**config.mk**
```make
export PLATFORM = sky130hd
export DESIGN_NAME = irq_request_latch
export DESIGN_NICKNAME = d
export VERILOG_FILES = /design/src/rtl/irq_pkg.sv /design/src/rtl/req_edge_detect.sv /design/src/rtl/irq_request_latch.sv
export SDC_FILE = /design/constraint.sdc
export NUM_CORES = 1
export LEC_CHECK = 0
export ABC_AREA = 1
export CORE_ASPECT_RATIO = 1.4
export CORE_MARGIN = 1
export CORE_UTILIZATION = 45
export DETAILED_ROUTE_END_ITERATION = 8
export HOLD_SLACK_MARGIN = 0.06
export PLACE_DENSITY = 0.75
export SLEW_MARGIN = 30
export SYNTH_ARGS = -nofsm -noshare
export SYNTH_HDL_FRONTEND = slang
export SYNTH_SLANG_ARGS = --single-unit
```
**constraint.sdc**
```tcl
create_clock -name clk -period 1.15 [get_ports clk]
set_input_delay 0.2875 -clock clk [delete_from_list [all_inputs] [get_ports clk]]
set_output_delay 0.2875 -clock clk [all_outputs]
set_load 0.005 [all_outputs]
```
**src/rtl/irq_pkg.sv**
```systemverilog
// Shared types and helpers for the request latch and its priority-encoder model.
// Optional build macro IRQ_REQ_SYNC_EN adds a 2-flop synchronizer on req_in.
package irq_pkg;

    localparam int N_REQ_DEF = 4;
    localparam int IDX_W_DEF = 2;

    typedef enum logic {
        IDLE    = 1'b0,
        PRESENT = 1'b1
    } irq_state_t;

    // Highest set bit wins, matching the downstream encoder; returns 0 for an empty vector.
    function automatic logic [IDX_W_DEF-1:0] highest_idx(input logic [N_REQ_DEF-1:0] v);
        logic [IDX_W_DEF-1:0] idx;
        idx = '0;
        for (int i = 0; i < N_REQ_DEF; i++) begin
            if (v[i]) idx = IDX_W_DEF'(i);
        end
        return idx;
    endfunction

endpackage

```
**src/rtl/req_edge_detect.sv**
```systemverilog
// Rising-edge detector for the raw request lines, with an optional per-line
// 2-flop synchronizer in front when IRQ_REQ_SYNC_EN is defined.
module req_edge_detect #(
    parameter int N_REQ = 4
) (
    input  logic             clk,
    input  logic             rst_n,
    input  logic [N_REQ-1:0] req_in,
    output logic [N_REQ-1:0] req_edge
);

    logic [N_REQ-1:0] req_s;
    logic [N_REQ-1:0] req_q;

`ifdef IRQ_REQ_SYNC_EN
    logic [N_REQ-1:0] sync1;
    logic [N_REQ-1:0] sync2;

    for (genvar i = 0; i < N_REQ; i++) begin : g_sync
        always_ff @(posedge clk or negedge rst_n) begin
            if (!rst_n) begin
                sync1[i] <= 1'b0;
                sync2[i] <= 1'b0;
            end else begin
                sync1[i] <= req_in[i];
                sync2[i] <= sync1[i];
            end
        end
    end

    assign req_s = sync2;
`else
    assign req_s = req_in;
`endif

    always_ff @(posedge clk or negedge rst_n) begin
        if (!rst_n) req_q <= '0;
        else        req_q <= req_s;
    end

    assign req_edge = req_s & ~req_q;

endmodule

```
**src/rtl/irq_request_latch.sv**
```systemverilog
// Sticky request capture feeding the priority encoder and a valid/ready consumer.
// Define IRQ_REQ_SYNC_EN to synchronize req_in (adds 2 cycles of latency).
module irq_request_latch
    import irq_pkg::*;
#(
    parameter int N_REQ = N_REQ_DEF,
    parameter int IDX_W = IDX_W_DEF
) (
    input  logic             clk,
    input  logic             rst_n,
    input  logic [N_REQ-1:0] req_in,
    input  logic [N_REQ-1:0] mask,
    input  logic             clr_all,
    output logic [N_REQ-1:0] pend_vec,
    output logic             out_valid,
    input  logic             out_ready,
    output logic [IDX_W-1:0] out_idx,
    output logic [N_REQ-1:0] overflow
);

    logic [N_REQ-1:0] req_edge;
    logic [N_REQ-1:0] pending;
    logic [N_REQ-1:0] pending_nxt;
    logic [N_REQ-1:0] overflow_nxt;
    logic [N_REQ-1:0] acc_clr;
    logic [N_REQ-1:0] avail;
    logic             accept;
    irq_state_t       state;
    irq_state_t       state_nxt;
    logic [IDX_W-1:0] idx_nxt;

    req_edge_detect #(.N_REQ(N_REQ)) u_edge (
        .clk      (clk),
        .rst_n    (rst_n),
        .req_in   (req_in),
        .req_edge (req_edge)
    );

    assign out_valid = (state == PRESENT);
    assign accept    = out_valid & out_ready;
    assign acc_clr   = accept ? (N_REQ'(1) << out_idx) : '0;
    assign avail     = pending & ~mask;

    // A new edge beats an accept clear on the same bit, so the event is not lost.
    always_comb begin
        pending_nxt  = (pending & ~acc_clr) | req_edge;
        overflow_nxt = overflow | (req_edge & pending & ~acc_clr);
        if (clr_all) begin
            pending_nxt  = '0;
            overflow_nxt = '0;
        end
    end

    always_ff @(posedge clk or negedge rst_n) begin
        if (!rst_n) begin
            pending  <= '0;
            overflow <= '0;
            pend_vec <= '0;
        end else begin
            pending  <= pending_nxt;
            overflow <= overflow_nxt;
            pend_vec <= pending_nxt & ~mask;
        end
    end

    always_ff @(posedge clk or negedge rst_n) begin
        if (!rst_n) begin
            state   <= IDLE;
            out_idx <= '0;
        end else begin
            state   <= state_nxt;
            out_idx <= idx_nxt;
        end
    end

    // Index is latched on entry to PRESENT and frozen until the handshake completes.
    always_comb begin
        state_nxt = state;
        idx_nxt   = out_idx;
        case (state)
            IDLE: begin
                if (|avail) begin
                    state_nxt = PRESENT;
                    idx_nxt   = highest_idx(avail);
                end
            end
            PRESENT: begin
                if (accept) state_nxt = IDLE;
            end
            default: state_nxt = IDLE;
        endcase
        if (clr_all) state_nxt = IDLE;
    end

endmodule

```
==> flow_metrics.tcl, run 1 <==
set metrics [dict create \
    synth_area_um2 828 \
    worstPathCellList "buf_2" \
    switchingPower_w 0.000390 \
    p_int_w 0.000990 \
    synth-seq-cells 19 \
    core-area_mm2 0.00176 \
    io_pins 23 \
    synth_cell_types 13 \
    die_y_um 52.8 \
    ir_drop_v 0.000809 \
    r2r_cells 7 \
    routed_wl_um 1560 \
    final_hold_viol_count 0 \
    grt_pass1_vias 639 \
    avgSynthCellArea_um2 8.28 \
    initial_utilization 0.472 \
    via_per_inst 4.59 \
    crit_family "flip-flops" \
    outcome "finished, final reports clean" \
    rsz0062_at_grt "yes" \
    finalSetupViolCount 0 \
    p_sw_frac 0.283 \
    dp.cells 147 \
    clockBufferDepth 2 \
    die-area_mm2 0.00202 \
    gp_congestion 0.840 \
    hpwlAfterDp_um 1140 \
    final_util 0.630 \
    cts_root_buf "clkbuf_4" \
    path_buf_inv 1 \
    tns_ns 0 \
    grt_max_degree 20 \
    via_count 698 \
    fmax_ghz 0.887 \
    syn_inst 100 \
    cts.sinks 19 \
    synthTopCellsByArea "dfrtp_1 (57%), nand2_1 (12%), inv_1 (9.5%), nor2_1 (4.5%), nand3_1 (3.0%)" \
    drv_slew 0 \
    pwr-share-comb 0.215 \
    drt-wirelength-per-cell_um 10.2 \
    dr.pass1.iters 4 \
    min_path_type "in -> async" \
    critPathMaxStageDelay_ns 0.40 \
    clockPowerShare 0.250 \
    crit_path_end_kind "output port" \
    pwr_density_cell_mw_per_mm2 1250 \
    yosysTopAreaCell "dfrtp_1" \
    grt.total_usage 0.187 \
    share_seq_of_total_power 0.536 \
    synth_top_area_frac 0.574 \
    antenna_found_initial 0 \
    cp_slowest_cell "dfrtp_1" \
    worst-path-stages 1 \
    layout_min_cycle_time_ns 1.13 \
    grt_pass1_wl_um 2510 \
    drive_gt1_frac 0.242 \
    grt-ovfl-total 0 \
    path_max_fanout 2 \
    diodes 0 \
    tightest_slew_ns 0.166 \
    crit_required_ns 0.86 \
    rows 18 \
    maxCapViolCount 0 \
    cp-start-kind "flip-flop" \
    drc_errors 0 \
    hold_buffers 0 \
    fin_crit_sh 0.980 \
    final_cells 152 \
    fp.dieW_um 38.3 \
    syn_to_final_growth_pct 33.5 \
    ctsHtreeMaxLevel 1 \
    drt-initial-drc-count 24 \
    numPortBuffers 22 \
    synth.yosys.seq_area_share 0.574 \
    ys_warn_count 0 \
    clock_skew_ns 0.00926 \
    crit_type "reg -> out" \
    cts-buffers-inserted 3 \
    clk_pin_slew_ns 0.11 \
    nNetsFinal 145 \
    postRouteAntennaNets 0 \
    clk_latency_ns 0.31 \
    cts_tree "yes" \
    synth_nets 112 \
    slew_headroom 0.889 \
    arrival_ns 0.84 \
    leakage_nw 0.639 \
]
==> path summary, 6_finish.rpt <==
| check | slack, ns | endpoint | from |
|---|---|---|---|
| max | 0.02 | out_idx[0] | out_idx[0] |
| min | 0.30 | u_edge.req_q[0] | rst_n |
| min reg2reg | 0.51 | overflow[3] | overflow[3] |
| min in group clk | 0.45 | u_edge.req_q[3] | req_in[3] |
| max in group asynchronous | 0.71 | pend_vec[1] | rst_n |
| max reg2reg | 0.11 | pend_vec[1] | out_idx[1] |
==> state kept, by name, indices dropped and copies added, names as in the netlist <==
register	flops
out_idx	2
out_valid	1
pend_vec	4
u_edge.req_q	4
pending	4
overflow	4
==> timing repair <==
action | in CTS | in global routing
gates resized for setup | 43 | 1
endpoints found under the setup margin | 11 | 4
setup buffers | 1 | 0
==> per-stage QoR <==
step                instance area, µm²  hold WS (ns)  setup slack, ns  power [W]
floorplan                          828      -0.00809            0.248   0.000890
global placement                  1120         0.503           -0.192    0.00107
detailed placement                1120         0.505           -0.230    0.00108
CTS                               1100         0.309           0.0126    0.00139
global route                      1110         0.298          -0.0224    0.00146
finish                            1110         0.304           0.0232    0.00138
==> cell usage in the layout (no fill, tap or decap), drive strengths merged <==
cell type      instances
clkinv                 1
dfrtp                 19
a21oi                  4
inv                   25
nand2                 30
nand4                  1
bufinv                 1
o21ai                  3
buf                   17
clkbuf                 3
clkdlybuf4s50         11
nor2                  12
nand3                  5
==> power groups by stage <==
| stage | clock, W | combinational (W) | sequential, W |
|---|---|---|---|
| 2_1_floorplan | 0 | 0.000120 | 0.000770 |
| 3_3_place_gp | 0 | 0.000322 | 0.000753 |
| 3_5_place_dp | 0 | 0.000326 | 0.000755 |
| 4_1_cts | 0.000353 | 0.000299 | 0.000741 |
| 5_1_grt | 0.000382 | 0.000335 | 0.000746 |
| 6_report | 0.000344 | 0.000296 | 0.000739 |
==> per-layer routing <==
layer	vias up	share of wire	GRT usage	routed length, µm
li1	357	-	-	-
met1	323	0.43	0.221	664
met2	13	0.50	0.294	781
met3	5	0.039	0.0383	61
met4	0	0.031	0.125	49
met5	-	0	0	0
==> synthesized netlist by cell type <==
master / n
a21oi_1: 4
bufinv_8: 1
nor2_4: 1
nor2_2: 1
nand3_1: 5
inv_2: 4
nand2_1: 27
o21ai_1: 3
inv_1: 21
nand2_2: 3
nand4_1: 1
nor2_1: 10
dfrtp_1: 19
==> area by class of cell <==
cell class,instances,area (µm²)
Fill cell,157,651
Sequential cell,19,475
Multi-Input combinational cell,55,244
Timing Repair Buffer,28,223
Inverter,26,111
Tap cell,20,25.0
Clock buffer,3,22.5
Clock inverter,1,5.00
==> cells by family (layout without fill, tap and decap cells) <==
group	Yosys count	count (layout)	synth area share
buffers and inverters	26	58	0.134
flip-flops	19	19	0.574
AO/OA/AOI/OAI	7	7	0.0423
AND/OR/NAND/NOR	48	48	0.249
Power figures use the tool's default switching activity.
==> run 2: changes to the inputs <==
--- a/config.mk
+++ b/config.mk
@@ -8,10 +8,10 @@
 export ABC_AREA = 1
 export CORE_ASPECT_RATIO = 1.4
 export CORE_MARGIN = 1
-export CORE_UTILIZATION = 45
+export CORE_UTILIZATION = 41
 export DETAILED_ROUTE_END_ITERATION = 8
 export HOLD_SLACK_MARGIN = 0.06
-export PLACE_DENSITY = 0.75
+export PLACE_DENSITY = 0.72
 export SLEW_MARGIN = 30
 export SYNTH_ARGS = -nofsm -noshare
 export SYNTH_HDL_FRONTEND = slang
==> constraint.sdc (replaced) <==
create_clock -name clk -period 1 [get_ports clk]
set_input_delay 0.25 -clock clk [delete_from_list [all_inputs] [get_ports clk]]
set_output_delay 0.25 -clock clk [all_outputs]
set_load 0.005 [all_outputs]
==> run 2 against run 1 <==
The run now ends with negative setup slack left. Register-to-register slack got worse by 0.14 ns. Power rose by 17%. Global-route usage fell by 1.0 points. Flip-flop and latch count did not move. Routed wire length rose by 4.2%. Final cell count did not move. Non-clock buffer count did not move. Count of clock-buffer cells in the layout rose by 1. Critical path type unchanged.
==> flow_metrics.tcl, run 2 (synthesis gave the netlist of run 1 again) <==
set metrics [dict create \
    drc_errors 0 \
    crit_type "reg -> out" \
    pre_cts_ws_ns -0.335 \
    min_path_type "in -> reg" \
    pwr_density_cell_mw_per_mm2 1400 \
    clockBufferDepth 2 \
    nNetsFinal 145 \
    ir_drop_v 0.000962 \
    core-area_mm2 0.00182 \
    antenna_found_initial 0 \
    path_max_fanout 2 \
    clk_latency_ns 0.29 \
    drive_gt1_frac 0.333 \
    drt-initial-drc-count 6 \
    fp.dieW_um 40.0 \
    die_y_um 55.2 \
    clk_pin_slew_ns 0.10 \
    cp-start-kind "flip-flop" \
    ctsHtreeMaxLevel 1 \
    violations "negative setup slack" \
    initial_utilization 0.454 \
    tightest_slew_ns 0.194 \
    dr.pass1.iters 4 \
    crit_required_ns 0.75 \
    via_count 719 \
    grt.total_usage 0.176 \
    syn_to_final_growth_pct 40.0 \
    hp-start "mask[2]" \
    via_per_inst 4.73 \
    final_cell_mix "nand2_1 (21), inv_1 (19), dfrtp_1 (19)" \
    p_total_w 0.00162 \
    gp_congestion 0.829 \
    outcome "finished with violations" \
    final_common_cell "nand2_1" \
    fmax_ghz 0.922 \
    arrival_ns 0.83 \
    grt_max_degree 20 \
    final_hold_viol_count 0 \
    final_cells 152 \
    diodes 0 \
    layout_min_cycle_time_ns 1.08 \
    cp-startpoint "out_valid" \
    worstPathCellList "buf_2" \
    cts_root_buf "clkbuf_4" \
    finalSetupViolCount 18 \
    rsz0062_at_grt "yes" \
    critPathMaxStageDelay_ns 0.41 \
    slew_headroom 0.870 \
    fin_crit_sh 1.08 \
    cts_tree "yes" \
    dp.cells 148 \
    setup_ws_ns -0.0841 \
    crit_path_end_kind "output port" \
    cts-buffers-inserted 3 \
    path_buf_inv 1 \
    cp_slowest_cell "dfrtp_1" \
    grt_pass1_vias 644 \
    maxCapViolCount 0 \
    hpwlAfterDp_um 1180 \
    io_pins 23 \
    crit_family "flip-flops" \
    r2r-start "out_idx[0]" \
    holdWs_ns 0.130 \
    die-area_mm2 0.00221 \
    numPortBuffers 22 \
    drt-wirelength-per-cell_um 10.7 \
    post-cts-setup-buffer-count 0 \
    routed_wl_um 1620 \
    grt-ovfl-total 0 \
    rows 18 \
    final_util 0.636 \
    grt_pass1_wl_um 2570 \
    cts.sinks 19 \
    postRouteAntennaNets 0 \
    clock_skew_ns 0.00176 \
    leakage_nw 0.664 \
    drv_slew 0 \
]
-- run 2: where the power goes --
group	leakage [nW]	internal (W)	switching, W
Sequential	0.247	0.000823	0.0000345
Combinational	0.402	0.000188	0.000196
Clock	0.0150	0.000155	0.000223
Total	0.664	0.00117	0.000454
-- run 2: per-layer routing --
| layer | vias up | wire length (µm) | global-route usage |
|---|---|---|---|
| met5 | - | 0 | 0 |
| met4 | 0 | 42 | 0.103 |
| met3 | 5 | 58 | 0.0240 |
| met2 | 17 | 930 | 0.317 |
| met1 | 338 | 592 | 0.186 |
| li1 | 359 | - | - |
-- run 2: repair_timing --
action	4_1_cts	5_1_grt
resized for setup	55	9
setup endpoints to repair	22	25
hold buffers	0	0
pin swaps	4	7
-- run 2: worst paths after layout --
kind | to | slack, ns | depth (start not counted)
worst min-delay path | pend_vec[2] | 0.13 | 2
worst max-delay path | out_valid | -0.08 | 1
worst min register to register | overflow[3] | 0.51 | 2
max in group asynchronous | u_edge.req_q[2] | 0.59 | 2
worst max register to register | pend_vec[2] | -0.03 | 7
min in group asynchronous | overflow[0] | 0.28 | 2
-- run 2: through the flow --
stage               cell area (µm²)  TNS (ns)
finish                         1160    -0.766
global route                   1160     -1.98
CTS                            1140    -0.930
detailed placement             1130     -4.84
global placement               1130     -4.46
floorplan                       828         0
-- run 2: final cells by class --
type                    instances  area (µm²)
inverters                      26         114
clock buffers                   4        26.3
repair buffers                 28         235
well taps                      20        25.0
multi-input cells              55         284
flip-flops and latches         19         475
fillers                       167         664
==> run 3: changes to the inputs <==
--- a/config.mk
+++ b/config.mk
@@ -7,11 +7,13 @@
 export LEC_CHECK = 0
 export ABC_AREA = 1
 export CORE_ASPECT_RATIO = 1.4
-export CORE_MARGIN = 1
+export CORE_MARGIN = 2
 export CORE_UTILIZATION = 41
+export CTS_CLUSTER_DIAMETER = 200
 export DETAILED_ROUTE_END_ITERATION = 8
 export HOLD_SLACK_MARGIN = 0.06
 export PLACE_DENSITY = 0.72
+export SKIP_LAST_GASP = 1
 export SLEW_MARGIN = 30
 export SYNTH_ARGS = -nofsm -noshare
 export SYNTH_HDL_FRONTEND = slang
==> run 3 against run 2 <==
The flow still finishes with violations (negative setup slack). Final cell count up 3.9%. Sequential share of layout area down 2.5 points. Critical path depth unchanged. Register-to-register slack worse by 0.03 ns. Hold slack worse by 0.0019 ns. Final area up 6.4%. Clock power about the same. Clock skew up 0.010 ns. Via count up 2.8%. Largest power group unchanged.
==> flow_metrics.tcl, run 3 (synthesis gave the netlist of run 1 again) <==
set metrics [dict create \
    cts.sinks 19 \
    cp-start-kind "flip-flop" \
    p_int_w 0.00119 \
    slew_headroom 0.868 \
    hpwlAfterDp_um 1230 \
    postRouteAntennaNets 0 \
    dp.cells 148 \
    outcome "finished with violations" \
    setup_ws_ns -0.0857 \
    fmax_ghz 0.921 \
    rsz0062_at_grt "yes" \
    grt-ovfl-total 0 \
    crit_required_ns 0.75 \
    share_seq_of_total_power 0.510 \
    fp.dieW_um 42.0 \
    routed_wl_um 1780 \
    grt_max_degree 20 \
    die_y_um 57.2 \
    drive_gt1_frac 0.387 \
    pwr-share-comb 0.266 \
    nNetsFinal 150 \
    dr.pass1.iters 4 \
    critPathMaxStageDelay_ns 0.41 \
    via_per_inst 4.68 \
    layout_min_cycle_time_ns 1.09 \
    p_sw_frac 0.291 \
    final_cells 158 \
    final_common_cell "dfrtp_1" \
    crit_path_end_kind "output port" \
    grt_pass1_vias 701 \
    tns_ns -0.762 \
    crit_type "reg -> out" \
    path_max_fanout 2 \
    tightest_slew_ns 0.198 \
    grt.total_usage 0.154 \
    clock_skew_ns 0.0118 \
    min_path_type "in -> reg" \
    cts_tree "yes" \
    diodes 0 \
    finalSetupViolCount 17 \
    drv_slew 0 \
    clockPowerShare 0.224 \
    multi_input_area_um2 309 \
    fin_crit_sh 1.09 \
    core-area_mm2 0.00193 \
    crit_family "flip-flops" \
    gp_congestion 0.897 \
    pwr_density_cell_mw_per_mm2 1370 \
    cp_slowest_cell "dfrtp_1" \
    numPortBuffers 22 \
    io_pins 23 \
    drc_errors 0 \
    n_fill_cell 171 \
    placed_area_mm2 0.00112 \
    ir_drop_v 0.000731 \
    leakage_nw 0.724 \
    regArea_um2 475 \
    worstPathCellList "buf_2" \
    final_hold_viol_count 0 \
    clockBufferDepth 2 \
    final_cell_area_mm2 0.00123 \
    drt-initial-drc-count 11 \
    final_cell_mix "dfrtp_1 (19), inv_1 (18), nand2_1 (17)" \
    initial_utilization 0.430 \
    grt_pass1_wl_um 2810 \
    die-area_mm2 0.00240 \
    switchingPower_w 0.000491 \
    cts-buffers-inserted 3 \
    clk_pin_slew_ns 0.11 \
    arrival_ns 0.84 \
    rows 19 \
    syn_to_final_growth_pct 48.9 \
    antenna_found_initial 0 \
    ctsHtreeMaxLevel 1 \
    violations "negative setup slack" \
    pre_cts_ws_ns -0.336 \
    drt-wirelength-per-cell_um 11.2 \
    via_count 739 \
    maxCapViolCount 0 \
    holdWs_ns 0.128 \
    path_buf_inv 1 \
    clk_latency_ns 0.29 \
    cts_root_buf "clkbuf_4" \
]
run 3: changes by cell type in the layout (fill, tap and decap cells not counted), moves of 2 or more:
cell	change
a21oi_1	+2
a21oi_2	-2
buf_4	+4
clkdlybuf4s50_1	-3
dlymetal6s2s_1	+2
nand2_1	-4
nand2_2	+2
nand2_4	+2
nor2_4	+2
run 3: final cells by class:
cell class,instances,share of cell area
Sequential cell,19,0.385
Multi-Input combinational cell,55,0.251
Timing Repair Buffer,33,0.227
Inverter,26,0.0943
Clock buffer,4,0.0213
Tap cell,21,0.0213
run 3: layer usage:
layer	up-vias	part of all wire	GRT usage	wire length, µm
li1	366	-	-	-
met1	353	0.40	0.184	717
met2	16	0.55	0.275	978
met3	4	0.033	0.0190	58
met4	0	0.013	0.0691	23
met5	-	0	0	0
run 3: per-stage QoR:
stage,utilization,total power [W]
6_report,0.641,0.00168
5_1_grt,0.641,0.00177
4_1_cts,0.586,0.00161
3_5_place_dp,0.584,0.00124
2_1_floorplan,-,0.00102
3_3_place_gp,0.584,0.00124
run 3: timing repair:
action,4_1_cts,5_1_grt
setup endpoints to repair,24,25
hold buffers,0,0
gates resized for setup,50,26
pin swaps,1,11
setup buffers,2,4
run 3: worst paths after layout:
kind                       depth (start not counted)  slack (ns)               to        start
setup reg to reg                                   8       -0.06      pend_vec[0]    out_valid
max in group asynchronous                          2        0.59      overflow[3]        rst_n
hold reg to reg                                    2        0.53      overflow[1]  overflow[1]
setup / recovery                                   1       -0.09       out_idx[0]   out_idx[0]
min in group asynchronous                          2        0.28  u_edge.req_q[1]        rst_n
hold / removal                                     2        0.13      pend_vec[1]      mask[1]
run 3: power groups by stage:
stage	Combinational [W]	Sequential (W)	Clock (W)
floorplan	0.000138	0.000885	0
global placement	0.000369	0.000866	0
detailed placement	0.000375	0.000869	0
CTS	0.000375	0.000852	0.000388
global route	0.000494	0.000865	0.000409
finish	0.000447	0.000859	0.000378
